===== config.mk =====
export PLATFORM = sky130hd
export DESIGN_NAME = ring_decoder
export DESIGN_NICKNAME = d
export VERILOG_FILES = /design/src/rtl/ring_decoder.sv
export SDC_FILE = /design/constraint.sdc
export NUM_CORES = 1
export LEC_CHECK = 0
export BUFFER_PORTS_ARGS = -buffer_cell sky130_fd_sc_hd__buf_4
export CORE_AREA = 2 2 45 57
export CTS_CLUSTER_DIAMETER = 60
export DETAILED_ROUTE_END_ITERATION = 10
export DIE_AREA = 0 0 47 59
export GPL_ROUTABILITY_DRIVEN = 1
export GPL_TIMING_DRIVEN = 0
export PLACE_DENSITY = 0.77
export SLEW_MARGIN = 10
export SYNTH_ARGS = -nofsm -noshare
export SYNTH_HDL_FRONTEND = slang
export SYNTH_SLANG_ARGS = --single-unit

===== constraint.sdc =====
create_clock -name clk -period 4.1 [get_ports clk]
set_input_delay 0.205 -clock clk [delete_from_list [all_inputs] [get_ports clk]]
set_output_delay 0.205 -clock clk [all_outputs]
set_load 0.05 [all_outputs]

===== src/rtl/ring_decoder.sv =====
// ring_decoder
// Decodes a one-hot word that rotates right by one bit on every accepted sample.
// It also tracks whether the rotation stays in sequence:
//   - HUNT waits for any one-hot sample.
//   - SYNC counts LOCK_CNT consecutive correct rotations.
//   - LOCKED holds as long as the rotation stays correct.
// Losing lock raises a one-cycle err pulse and bumps a saturating error counter.
//
// Ports
//   clk        rising-edge clock
//   rst        asynchronous active-high reset
//   in_valid   ring_in carries a sample this cycle
//   ring_in    ring word (legal values are one-hot)
//   idx        bit position of the last valid one-hot sample
//   idx_valid  idx was refreshed from a one-hot sample on the last edge
//   locked     decoder is in LOCKED
//   err        one-cycle pulse on loss of lock
//   err_count  saturating count of err pulses
//
// state  | meaning
// HUNT   | no reference word; waiting for any one-hot sample
// SYNC   | reference held; counting consecutive correct rotations in mcnt
// LOCKED | rotation confirmed; any other sample drops lock and pulses err
module ring_decoder #(
    parameter int WIDTH    = 4,
    parameter int IDX_W    = 2,
    parameter int LOCK_CNT = 2,
    parameter int ERRC_W   = 8
) (
    input  logic              clk,
    input  logic              rst,
    input  logic              in_valid,
    input  logic [WIDTH-1:0]  ring_in,
    output logic [IDX_W-1:0]  idx,
    output logic              idx_valid,
    output logic              locked,
    output logic              err,
    output logic [ERRC_W-1:0] err_count
);

    typedef enum logic [1:0] {
        HUNT   = 2'd0,
        SYNC   = 2'd1,
        LOCKED = 2'd2
    } state_t;

    localparam logic [3:0] LOCK_TGT = 4'(LOCK_CNT);

    state_t           state;
    logic [WIDTH-1:0] prev;
    logic [3:0]       mcnt;

    logic             is_onehot;
    logic             match;
    logic [IDX_W-1:0] enc;
    logic [WIDTH-1:0] expect_word;
    logic [3:0]       mcnt_inc;

    always_comb begin
        // Clearing the lowest set bit leaves zero only for a single-bit word.
        is_onehot   = (ring_in != '0) && ((ring_in & (ring_in - 1'b1)) == '0);
        expect_word = {prev[0], prev[WIDTH-1:1]};
        // prev is zero out of reset, so expect_word is zero and can never match a legal sample.
        match       = is_onehot && (ring_in == expect_word);
        mcnt_inc    = mcnt + 4'd1;
        enc         = '0;
        for (int i = 0; i < WIDTH; i++) begin
            if (ring_in[i]) begin
                enc = IDX_W'(i);
            end
        end
    end

    always_ff @(posedge clk or posedge rst) begin
        if (rst) begin
            state     <= HUNT;
            prev      <= '0;
            mcnt      <= '0;
            idx       <= '0;
            idx_valid <= 1'b0;
            locked    <= 1'b0;
            err       <= 1'b0;
            err_count <= '0;
        end else begin
            idx_valid <= 1'b0;
            err       <= 1'b0;
            if (in_valid) begin
                if (is_onehot) begin
                    idx       <= enc;
                    idx_valid <= 1'b1;
                    prev      <= ring_in;
                end
                case (state)
                    HUNT: begin
                        if (is_onehot) begin
                            state <= SYNC;
                            mcnt  <= '0;
                        end
                    end
                    SYNC: begin
                        if (!is_onehot) begin
                            state <= HUNT;
                            mcnt  <= '0;
                        end else if (match) begin
                            if (mcnt_inc == LOCK_TGT) begin
                                state  <= LOCKED;
                                locked <= 1'b1;
                                mcnt   <= '0;
                            end else begin
                                mcnt <= mcnt_inc;
                            end
                        end else begin
                            mcnt <= '0;
                        end
                    end
                    LOCKED: begin
                        if (!match) begin
                            err    <= 1'b1;
                            locked <= 1'b0;
                            mcnt   <= '0;
                            state  <= is_onehot ? SYNC : HUNT;
                            // Once saturated, the count stops while err keeps pulsing.
                            if (err_count != '1) begin
                                err_count <= err_count + 1'b1;
                            end
                        end
                    end
                    default: begin
                        state  <= HUNT;
                        locked <= 1'b0;
                        mcnt   <= '0;
                    end
                endcase
            end
        end
    end

endmodule


==> reports/qor.yml <==
timing:
  max_freq_mhz: 499
  tns_ns: 0
  finalCriticalPeriod_ns: 2.00
  finalSetupViolCount: 0
  rsz0062_at_grt: "false"
  worst_pin_slew_ns: 0.877
  slew_headroom: 0.415
  drv_slew: 0
  finalClockSkew_ns: 0.00583
  period_share: 0.489
  finalHoldViolCount: 0
worst_setup_path:
  reg2reg_slack_ns: 2.10
  rr_startpoint: "err_count[0]$_DFFE_PP0P_"
  cp-end-kind: "flip-flop"
  ff2ff_path_depth: 5
  startpoint: "err_count[0]$_DFFE_PP0P_"
  worstPathRequired_ns: 4.32
  rr_endpoint: "err_count[1]$_DFFE_PP0P_"
  crit_arrival_ns: 2.23
  critical_path_class: "reg2reg"
  worst-path-max-fanout: 8
  cp-start-kind: "flip-flop"
global_route:
  overflow: 0
  grt_first_pass_wirelength_um: 4150
  first_global_vias: 977
  grtUsageTotal: 0.205
  grt_max_degree: 24
  antenna_found_initial: 0
logic_synthesis:
  ys_seq_area_frac: 0.461
  synth_fa_ha_area_frac: 0.0301
  synth_top_family_by_area: "simple AND/OR/NAND/NOR gates"
  syn_area_per_cell_um2: 10.4
  yosys.area_share.simple: 0.197
  yosysTopAreaCellShare: 0.461
  synth_common_cells: "23 x dfrtp_1, 11 x xnor2_1, 10 x nand2_1"
  synth_top_cell_by_area: "dfrtp_1"
  synth_nets: 130
  synthCells: 120
  yosys-top-cells-area: "dfrtp_1 46%, xnor2_1 7.7%, mux2_2 4.5%"
  ys.flop_type: "dfrtp_1"
  muxShareOfSynthArea: 0.0651
  synth_edf_count: 0
  ys_warn_count: 0
  synthesis.area_mm2: 0.00125
  synth_xor_area_frac: 0.0842
  synth_most_common_cell: "dfrtp_1"
  async_flop_share: 1.00
  synth_compound_area_frac: 0.129
  synth-seq-cells: 23
  yosysUniqueCellTypes: 39
clock_tree:
  cts_post_setup_buffers_inserted: 0
  numCtsBuffers: 3
  cts.sinks: 23
  clockBufferDepth: 2
  path_clk_slew_ns: 0.13
  cts_resized: 0
  cts_root_buffer: "clkbuf_4"
  cts_tree: "built"
  clock_latency_ns: 0.32
  cts_max_level: 1
  cts_hold_buf: 0
power_and_ir_drop:
  p_seq_frac: 0.529
  p_leak_nw: 0.688
  pwr-share-clk: 0.217
  power_w: 0.000502
  internal-power_w: 0.000331
  comb_power_share: 0.254
  powerDensity_mw_per_mm2: 348
  ir_drop_mv: 0.237
  power.share.switching: 0.340
  p_sw_w: 0.000170
die:
  die_height_um: 59
  core_mm2: 0.00219
  die_w_um: 47
  start_util: 0.571
  rows: 19
  die_area_mm2: 0.00277
  io_pins: 20
status:
  status: "complete, no violations"
route:
  drtPass1Iterations: 4
  drt_wl_total_um: 2420
  wire_per_inst_um: 14.1
  vias: 971
  routed_via_density: 5.65
  ant_nets: 0
  drc: 0
  drt-initial-drc-count: 11
layout:
  syn_to_final_growth_pct: 15.5
  insertedDiodeCount: 0
  finalNetCount: 152
  final_area_mm2: 0.00144
  final_layout_size_suffix_gt1_frac: 0.241
placement:
  placed_cell_area_mm2: 0.00142
  hpwlAfterDp_um: 1760
  routabilityCongestion: 0.838
  io_buffers: 17
run:
  cap_violations: 0
worst_hold_path:
  hold_path.class: "in2async"
## kinds of logic (layout without fill, tap and decap cells)
group | after synthesis | after routing
muxes | 7 | 7
adders and majority gates | 3 | 3
DFF | 23 | 23
AOI/OAI and AO/OA | 20 | 20
buffers and inverters | 9 | 30
and+or+nand+nor | 46 | 46
xor gates and xnor gates | 12 | 12
## cells in the final DEF (no fill, tap or decap), types with 3 or more instances in the layout
cell / instances
ha_1: 3
inv_1: 6
and3_1: 4
o21ai_0: 5
clkbuf_4: 3
xnor2_1: 11
nor3_1: 3
dfrtp_1: 23
nor2_1: 8
buf_4: 17
mux2_2: 5
nand4_1: 5
nand3_1: 5
nand2_1: 10
## sequential cells by signal, indices dropped and copies added (netlist names)
register / cells
err: 1
locked: 1
prev: 4
mcnt: 4
idx: 2
idx_valid: 1
err_count: 8
state: 2
## power by group through the flow
stage	logic (W)	registers, W	clock network (W)
after floorplan	0.0000655	0.000296	0
after global placement	0.000125	0.000268	0
after detailed placement	0.000128	0.000269	0
after CTS	0.000128	0.000265	0.000111
after global routing	0.000139	0.000269	0.000120
final	0.000127	0.000265	0.000109
## area by class of cell
type	count	area, um2
buffer	3	18.8
timing repair buffer	17	128
inverter	6	22.5
clock buffer	3	22.5
sequential	23	576
multi-input combinational	88	632
fill	191	744
tap	31	38.8
clock inverter	1	5.00
## worst max-delay path by stage
stage,slack (ns),cells past startpoint,to
floorplan,2.02,5,err_count[1]$_DFFE_PP0P_
global placement,2.02,6,state[1]$_DFFE_PP0P_
detailed placement,2.02,6,state[1]$_DFFE_PP0P_
CTS,2.09,5,err_count[1]$_DFFE_PP0P_
global route,2.00,5,err_count[1]$_DFFE_PP0P_
finish,2.10,5,err_count[1]$_DFFE_PP0P_
## metrics by stage
step	worst slack [ns]	hold slack [ns]	cells	util
after global routing	2.00	0.143	172	0.660
final	2.10	0.0532	172	0.660
after floorplan	2.02	0.207	120	-
after detailed placement	2.02	0.447	168	0.647
after CTS	2.09	0.0937	172	0.660
after global placement	2.02	0.429	168	0.647
## critical path: stages, from the launching register on
cell and delay, ns:
dfrtp_1 0.44, ha_1 0.22, and3_1 0.21, and3_1 0.18, a211oi_2 0.46, mux2_2 0.40
## metal layers
| metal | GRT usage | vias to the layer above | wire length (um) |
|---|---|---|---|
| li1 | - | 476 | - |
| met1 | 0.240 | 473 | 1040 |
| met5 | 0 | - | 0 |
| met3 | 0.0213 | 4 | 65 |
| met4 | 0.0794 | 0 | 31 |
| met2 | 0.368 | 18 | 1280 |
No activity file was read; power rests on OpenSTA's default activity.
